$ cat src/rtl/led_event_blinker.sv
// Turns single-cycle event strobes into LED blinks (ON_CYCLES lit, OFF_CYCLES dark).
// Events that arrive during a blink are queued in a saturating counter and replayed in order.
module led_event_blinker #(
  parameter int ON_CYCLES    = 5000000,
  parameter int OFF_CYCLES   = 5000000,
  parameter int COUNTERWIDTH = 32,
  parameter int PENDWIDTH    = 4
) (
  input  logic                 sys_clk,
  input  logic                 rst_n,
  input  logic                 pulse_in,
  input  logic                 clr,
  output logic                 led_out,
  output logic                 busy,
  output logic [PENDWIDTH-1:0] pending,
  output logic                 overflow
);

  typedef enum logic [1:0] {
    S_IDLE = 2'd0,
    S_ON   = 2'd1,
    S_OFF  = 2'd2
  } state_e;

  localparam logic [COUNTERWIDTH-1:0] ON_LAST  = COUNTERWIDTH'(ON_CYCLES - 1);
  localparam logic [COUNTERWIDTH-1:0] OFF_LAST = COUNTERWIDTH'(OFF_CYCLES - 1);
  localparam logic [PENDWIDTH-1:0]    PMAX     = '1;

  state_e                  state_q, state_d;
  logic [COUNTERWIDTH-1:0] timer_q, timer_d;
  logic [PENDWIDTH-1:0]    pend_q, pend_d;
  logic                    led_q, led_d;
  logic                    busy_q, busy_d;
  logic                    ovf_q, ovf_d;
  logic                    start;

  // State register
  always_ff @(posedge sys_clk or negedge rst_n) begin
    if (!rst_n) begin
      // NOTE: sequential state uses non-blocking (<=) so every register samples pre-edge values.
      state_q <= S_IDLE;
      timer_q <= '0;
      pend_q  <= '0;
      led_q   <= 1'b0;
      busy_q  <= 1'b0;
      ovf_q   <= 1'b0;
    end else begin
      state_q <= state_d;
      timer_q <= timer_d;
      pend_q  <= pend_d;
      led_q   <= led_d;
      busy_q  <= busy_d;
      ovf_q   <= ovf_d;
    end
  end

  // Next-state: phase sequencing, timer and pending queue
  always_comb begin
    // NOTE: every comb output gets a default first so no path can infer a latch.
    state_d = state_q;
    timer_d = timer_q;
    pend_d  = pend_q;
    start   = ((state_q == S_IDLE) || ((state_q == S_OFF) && (timer_q == OFF_LAST)))
              && ((pend_q != '0) || pulse_in);

    unique case (state_q)
      S_ON: begin
        if (timer_q == ON_LAST) begin
          state_d = S_OFF;
          timer_d = '0;
        end else begin
          timer_d = timer_q + 1'b1;
        end
      end
      S_OFF: begin
        if (timer_q == OFF_LAST) begin
          state_d = start ? S_ON : S_IDLE;
          timer_d = '0;
        end else begin
          timer_d = timer_q + 1'b1;
        end
      end
      default: begin
        state_d = start ? S_ON : S_IDLE;
        timer_d = '0;
      end
    endcase

    // A start with an empty queue consumes pulse_in directly; a start with a
    // non-empty queue pops one and pushes the new pulse, so the count holds.
    if (start) begin
      if (!pulse_in) pend_d = pend_q - 1'b1;
    end else if (pulse_in && (pend_q != PMAX)) begin
      pend_d = pend_q + 1'b1;
    end

    if (clr) begin
      state_d = S_IDLE;
      timer_d = '0;
      pend_d  = '0;
    end
  end

  // Outputs are derived from the next state so they are registered yet aligned with it
  always_comb begin
    led_d  = (state_d == S_ON);
    busy_d = (state_d != S_IDLE);
    ovf_d  = pulse_in && (pend_q == PMAX) && !start && !clr;
  end

  assign led_out  = led_q;
  assign busy     = busy_q;
  assign pending  = pend_q;
  assign overflow = ovf_q;

endmodule

$ cat config.mk
export PLATFORM = sky130hd
export DESIGN_NAME = led_event_blinker
export DESIGN_NICKNAME = d
export VERILOG_FILES = /design/src/rtl/led_event_blinker.sv
export SDC_FILE = /design/constraint.sdc
export NUM_CORES = 1
export LEC_CHECK = 0
export CAP_MARGIN = 10
export CORE_MARGIN = 2
export CORE_UTILIZATION = 35
export DETAILED_ROUTE_END_ITERATION = 8
export PLACE_DENSITY = 0.6
export SLEW_MARGIN = 25
export SYNTH_ARGS = -nofsm -noshare
export SYNTH_HDL_FRONTEND = slang
export SYNTH_SLANG_ARGS = --single-unit
$ cat constraint.sdc
create_clock -name sys_clk -period 2.8 [get_ports sys_clk]
set_input_delay 0.7 -clock sys_clk [delete_from_list [all_inputs] [get_ports sys_clk]]
set_output_delay 0.7 -clock sys_clk [all_outputs]
set_load 0.05 [all_outputs]
======== Word-level counts from Yosys, hierarchy flattened ========
Cells that the tools add are included.
W data, S select, Z words.
cells by class
  $mul .................................... 0
  shifts and indexed selects .............. 0
  reductions and logical operators ........ 16
  order comparisons ....................... 0
  add/subtract/negate cells ............... 3
  eq/ne operators ......................... 7
  mux-type cells .......................... 12
  bitwise logic cells ..................... 0
  divide/modulo/power cells ............... 0
operator list
  kind                     count
  $mux W32                 3
  $add A32 B1 Y32 const B  1
  $eq A32 B23 Y1 const B   1
  $mux W4                  4
  $logic_and A1 B1 Y1      6
  $mux W2                  3
  $add A4 B1 Y4 const B    1
  $eq A2 B1 Y1 const B     2
  $eq A4 B4 Y1 const B     1
  $ne A4 B4 Y1 const B     1
  $pmux W2 S2              1
  $reduce_bool A4 Y1       1
  $sub A4 B1 Y4 const B    1
  $ne A3 B3 Y1 const B     1
  $reduce_bool A3 Y1       1
  $eq A2 B2 Y1 const B     1
  $logic_not A1 Y1         2
  $logic_not A2 Y1         1
  $logic_or A1 B1 Y1       2
  $reduce_and A2 Y1        1
  $reduce_bool A2 Y1       1
  $reduce_or A2 Y1         1
  $mux W1                  1
storage, ports and cells
  bits of input ports ..................... 4
  bits in latches ......................... 0
  register bits ........................... 41
  bits in writable memories ............... 0
  memory bits (read-only) ................. 0
  memories kept ........................... 0

======== Depth between registers and ports, before layout ========
Gate-level depths: netlist (run 1).
  depth after elaboration ................. 9
  mapped depth ............................ 13

======== Worst setup path after synthesis (run 1) ========
OpenSTA, ideal clock, no wires.
  path kind ............................... register to register
  from .................................... register pend_q[1], in the netlist pending[1]
  to ...................................... register pend_q[3], in the netlist pending[3]
  clock period less this slack ............ 2873 ps
  cell stages (with the launch flop) ...... 12
  required time ........................... 2701 ps
  data arrival time ....................... 2773 ps
  setup slack ............................. -73 ps
  library setup time ...................... 99 ps
  cells stage by stage .................... dfrtp_1 -> or2_1 -> o41a_1 -> or4b_4 -> and2_1 -> buf_6 -> inv_1 -> ha_1 -> a21o_1 -> a211oi_2 -> a211oi_1 -> a311oi_1
between the ends
  word-level cells in the longest chain between the ends .. 5
ends and longest elaborated chain
  item                                                   line  text
  start, declared                                        31    logic [PENDWIDTH-1:0] pend_q, pend_d;
  start signal, assigned                                 50    pend_q <= pend_d;
  branches (longest 5 deep; another with $add A4 B1 Y4)  -
Parallel ways; which one is timed is not known. The select of a mux whose other input is x is not followed.
A chain may end at the register's enable or synchronous reset.

======== Worst setup path after layout (run 1) ========
  from .................................... input port pulse_in
  to ...................................... register pend_q[3], in the netlist pending[3]
between the ends
  word-level cells in the longest chain between the ends .. 4
ends and longest elaborated chain
  item                                                                  line  text
  start, declared                                                       11    input logic pulse_in,
  $logic_or A1 B1 Y1                                                    64    && ((pend_q != '0) || pulse_in);
  $logic_and A1 B1 Y1                                                   64
  $ne A3 B3 Y1 (no source line) (tied with other cells)                 -
  $reduce_and A2 Y1 (no source line) / $mux W4 (equally long branches)  -
Several ways; a longest one is shown, not always the timed one.

==> flow_summary.ini, run 1 <==
[sta]
max_slew.worst_pin.slew_ps = 561
timing.max_slew.rel_slack_pct = 62.6
finalHoldViolations = 0
fmax_ghz = 0.370
finalWorstPathRequiredPeriod_ps = 2700
min_period_over_period_pct = 96.5
finalClockSkew_ps = 7.10
maxSlewViolCount = 0
setup_viol_count_final = 0
tns_ps = 0

[yosys]
simple_gate_fraction_of_synth_area_pct = 27.5
async_reset_ff_share_pct = 100
synth_largest_area_cell = dfrtp_1
muxShareOfSynthArea_pct = 0.454
seq_area_frac_synth_pct = 46.5
synth-compound-area-share_pct = 8.28
portion_of_synthesized_cell_area_occupied_by_the_leading_cell_type_pct = 46.5
synth_warnings = 0
combinational_family_with_the_most_area_after_synthesis = simple AND/OR/NAND/NOR gates
synth.top_cells.by_area = dfrtp_1 46%, xor2_1 7.5%, nor2_1 5.6%, xnor2_1 4.0%, ha_1 3.4%
post_synth.cell_area_avg_um2 = 9.72
ys_ff_latch = 41
synth-edff-count = 0
post_synth_most_frequent_cells = 41 x dfrtp_1, 33 x nor2_1, 19 x xor2_1, 14 x nand2_1, 11 x nand4_1
post_synth_fa_ha_maj_area_fraction_pct = 3.40
synth.most_common_cell = dfrtp_1
synthesis.instances = 227
number_of_distinct_standard_cells_referenced_by_the_synthesized_netlist = 42
synthXorXnorAreaFrac_pct = 11.5
mappedNetlistArea_um2 = 2210
synthesis.nets = 237
synth_top_flop_cell = dfrtp_1

[setup_path]
worst_ep_required_time_ps = 3000
critPathKind = in -> reg
critical_path.slowest_cell = clkdlybuf4s50_1
crit-reg2reg-launch = timer_q[20]
timing.critical_path.from = pulse_in
crit_chain = clkdlybuf4s50_1, o41a_1, or4b_4, and2_4, inv_2, ha_4, a21o_1, a211oi_2, a211oi_1, a311oi_1
worst-endpoint-arrival_ps = 2900
critical_path.endpoint_type = register
start_kind = input pin
crit_path_max_fo = 3
slowest_delay_ps = 490

[detailed_routing]
wl_per_cell_um = 13.1
routed-via-count = 1694
count_of_tritonroute_iterations_in_the_first_routing_pass = 4
post-route-drc-count = 0
detailedRoute.firstIterationViolations = 65
detail_routed_via_count_per_cell = 5.00
wirelength_mm = 4.43
antenna_violating_nets_left = 0

[final_layout]
post_route_core_utilization_pct = 45.2
drive_gt1_share_pct = 18.2
antenna-diode-count = 0
seq_area_um2 = 1030
multiInputGateArea_um2 = 1160
fillerInstances = 583
finalNetCount = 273
area.growth.synth_to_final_pct = 22.8

[cts]
cts.clk_slew.worst_paths_ps = 80
clock-sinks = 41
cts.htree.levels = 2
cts_root_buf = clkbuf_8
numCtsBuffers = 5
clock_tree_from_tritoncts = yes
ctsHoldBuffers = 0
clk_path_buf_depth = 2
clock_insertion_delay_worst_skew_ps = 290

[place]
dp_hpwl_mm = 3.15
place.gp.congestion = 0.858
place.port_buffers = 10

[pwr]
power.leakage_nw = 1.12
finalPower_w = 0.00184
ir_drop_mv = 0.508
powerDensity_nw_per_um2 = 681

[die]
core_region_area_um2 = 5990
floorplan.io_pins = 11
initial_utilization_pct = 36.8
width_of_the_chip_um = 83.4
die_height_um = 83.4
std_cell_rows = 28
die_area_um2 = 6960

[global_route]
first_global_vias = 1652
globalRouteTotalUtil_pct = 13.6
globalRouteOverflowTotal = 0
pin_count_of_the_biggest_net_entering_global_routing = 32
grt_pass1_wl_mm = 7.73
antenna_violations_before_repair = 0

[worst_hold_path]
hp-class = in -> async

[run]
max_cap_violations = 0

[status]
run_status = complete, no violations
==> final timing paths <==
| kind | endpoint | cells after the start | slack [ps] |
|---|---|---|---|
| setup / recovery | pending[3] | 10 | 100 |
| hold / removal | pending[3] | 1 | 390 |
| setup reg to reg | pending[3] | 10 | 150 |
| hold reg to reg | timer_q[0] | 1 | 450 |
| max in group asynchronous | timer_q[17] | 2 | 1760 |
| min in group sys_clk | timer_q[0] | 1 | 450 |
==> where the power goes <==
group	internal, W	total, W	switching (W)
registers	0.000638	0.000686	0.0000486
clock network	0.000268	0.000478	0.000210
logic	0.000296	0.000680	0.000384
==> layout by cell type (no fill, tap or decap), drive strengths merged, types with 7 or more instances in the layout <==
cell type      count
nand3              9
a21oi              9
o21ai              7
buf               25
clkdlybuf4s50      9
nand2             14
xor2              19
nand4             11
xnor2             10
dfrtp             41
nor2              33
inv                7
==> sequential cells by signal, summed over array words and instances, names as in the netlist <==
| register | cells |
|---|---|
| timer_q | 32 |
| pending | 4 |
| state_q | 2 |
| busy | 1 |
| led_out | 1 |
| overflow | 1 |
==> timing repair <==
action                                  in CTS  in global routing
cloned                                       0                  0
pin swaps                                    0                  5
setup buffers                                0                  1
gates resized for setup                      2                  4
endpoints found under the setup margin       1                  2
==> worst max-delay path: cells and delay by family <==
kind,cells,cell delay [ps]
adders and majority gates,1,200
and+or+nand+nor,2,660
AOI/OAI and AO/OA,5,800
buffers and inverters,2,550
==> stage by stage <==
step / hold WS [ps] / setup WS [ps] / cells / instance area [um^2]
2_1_floorplan: 404 / 43.1 / 227 / 2210
6_report: 390 / 96.8 / 339 / 2710
4_1_cts: 402 / 18.2 / 338 / 2680
3_3_place_gp: 439 / -266 / 330 / 2560
5_1_grt: 423 / -4.00 / 339 / 2710
3_5_place_dp: 446 / -348 / 330 / 2560
==> kinds of logic (layout without fill, tap and decap cells) <==
group                      after synthesis  in the layout
AOI/OAI and AO/OA                       27             27
and+or+nand+nor                        111            111
adders and majority gates                6              6
buffers and inverters                   12             49
DFF                                     41             41
muxes                                    1              1
xor gates and xnor gates                29             29
==> area by class of cell <==
cell class              instances  area share, %
clock buffers                   6           2.68
clock inverters                 2           1.43
inverters                       7          0.970
multi-input cells             174           42.9
flip-flops and latches         41           38.0
well taps                      75           3.46
repair buffers                 34           10.6
==> metal layers <==
layer,vias up,track usage [%],routed length [um]
li1,870,-,-
met1,808,19.1,2280
met2,11,21.4,2030
met3,5,2.68,69
met4,0,3.96,56
met5,-,0,0
No activity file was read; power rests on OpenSTA's default activity.
==> inputs of run 2 (changes only) <==
Settings changed: HOLD_SLACK_MARGIN set to 0.05.
==> results of run 2 <==
No change in the layout: final DEF, timing and power equal those of run 1.
==> inputs of run 3 (changes only) <==
Settings changed: GPL_TIMING_DRIVEN set to 0.
==> flow_summary.ini, run 3 (synthesized netlist as in run 1, its figures left out) <==
[pwr]
power.leakage_nw = 1.09
ir_drop_mv = 0.469
finalPower_w = 0.00183
powerDensity_nw_per_um2 = 674

[sta]
worst_slack_ps = 161
setup_repair_after_global_routing_missed_its_margin = false
finalWorstPathRequiredPeriod_ps = 2640
tns_ps = 0
final.hold.worst_slack_ps = 373
fmax_ghz = 0.379
timing.max_slew.rel_slack_pct = 65.8
setup_viol_count_final = 0
finalClockSkew_ps = 8.61
min_period_over_period_pct = 94.2
max_slew.worst_pin.slew_ps = 512
maxSlewViolCount = 0
finalHoldViolations = 0

[cts]
cts.clk_slew.worst_paths_ps = 80
cts.htree.levels = 2
cts_root_buf = clkbuf_8
clk_path_buf_depth = 2
clock_insertion_delay_worst_skew_ps = 290
clock-sinks = 41
numCtsBuffers = 5
clock_tree_from_tritoncts = yes

[die]
initial_utilization_pct = 36.8
die_area_um2 = 6960
die_height_um = 83.4
width_of_the_chip_um = 83.4
core_region_area_um2 = 5990
floorplan.io_pins = 11
std_cell_rows = 28

[final_layout]
drive_gt1_share_pct = 18.9
registers.top_by_ff_count = timer_q
finish.instance_area_um2 = 2720
fillerInstances = 556
largest_reg_flops = 32
seq_area_um2 = 1030
finalNetCount = 268
layout_commonest_cell = dfrtp_1
area.growth.synth_to_final_pct = 23.1
most-common-layout-cells = 34 x dfrtp_1, 33 x nor2_1, 19 x xor2_1
multiInputGateArea_um2 = 1200
antenna-diode-count = 0

[global_route]
first_global_vias = 1632
pin_count_of_the_biggest_net_entering_global_routing = 23
globalRouteTotalUtil_pct = 13.6
antenna_violations_before_repair = 0
grt_pass1_wl_mm = 7.62
globalRouteOverflowTotal = 0

[setup_path]
slowest_delay_ps = 470
crit_path_max_fo = 7
worst_ep_required_time_ps = 2970
critPathKind = in -> reg
worst-endpoint-arrival_ps = 2810
critical_path.endpoint_type = register
start_kind = input pin
wp_buf_inv = 1
cp_top_family = simple AND/OR/NAND/NOR gates
critical_path.slowest_cell = or4b_4
crit_chain = dlygate4sd2_1, o41a_1, or4b_4, and2_4, xnor2_1, ha_1, a21oi_2, o31ai_2, xor2_1, o21ai_1, a21oi_1

[status]
run_status = complete, no violations

[place]
postPlaceCellArea_um2 = 2430
place.port_buffers = 10
post-place-ws_ps = -651
dp_hpwl_mm = 3.14
place.gp.congestion = 0.811

[detailed_routing]
wirelength_mm = 4.62
post-route-drc-count = 0
routed-via-count = 1710
detail_routed_via_count_per_cell = 5.12
count_of_tritonroute_iterations_in_the_first_routing_pass = 4
antenna_violating_nets_left = 0
detailedRoute.firstIterationViolations = 65
wl_per_cell_um = 13.8

[run]
max_cap_violations = 0

[worst_hold_path]
hp-class = in -> async
[run 3: metal layers]
layer	global-route usage, %	vias to the layer above	share of wire, %
met5	0	-	0
met4	4.84	0	1.4
met3	2.68	5	1.4
met2	21.8	11	49
met1	18.2	833	48
li1	-	861	-
[run 3: cell type report]
| type | instances | share of cell area [%] |
|---|---|---|
| clock inverters | 1 | 1.11 |
| clock buffers | 7 | 3.18 |
| plain buffers | 4 | 0.553 |
| inverters | 7 | 1.06 |
| multi-input cells | 174 | 44.2 |
| flip-flops and latches | 41 | 38.1 |
| well taps | 75 | 3.45 |
| repair buffers | 25 | 8.34 |
[run 3: path summary, 6_finish.rpt]
| kind | slack [ps] | endpoint | cells after the start | start |
|---|---|---|---|---|
| max reg2reg | 170 | pending[2] | 11 | timer_q[15] |
| min in group sys_clk | 450 | timer_q[0] | 1 | timer_q[0] |
| min reg2reg | 450 | timer_q[0] | 1 | timer_q[0] |
| max in group asynchronous | 1940 | timer_q[31] | 2 | rst_n |
| max | 160 | pending[2] | 11 | pulse_in |
| min | 370 | pending[0] | 1 | rst_n |
[run 3: worst reg2reg max path: cells and delay by family, from the launching register on]
kind | cells | cell delay (ps)
simple gates | 4 | 1200
compound gates | 4 | 390
xor+xnor | 2 | 270
flops | 1 | 440
fa+ha+maj | 1 | 200
[run 3: per-stage QoR]
stage	std cells	utilization [%]
final	334	45.3
after global routing	334	45.3
after CTS	330	43.9
after detailed placement	313	40.5
after global placement	312	40.1
after floorplan	227	-
[run 3: where the power goes]
part	internal [W]	switching (W)	total, W
Sequential	0.000638	0.0000557	0.000694
Combinational	0.000263	0.000381	0.000645
Clock	0.000291	0.000201	0.000492
Total	0.00119	0.000638	0.00183
[run 3: timing repair]
item / 4_1_cts / 5_1_grt
gates resized for setup: 6 / 15
endpoints found under the setup margin: 2 / 26
hold buffers: 0 / 0
pin swaps: 6 / 9
buffers inserted: 9 / 5
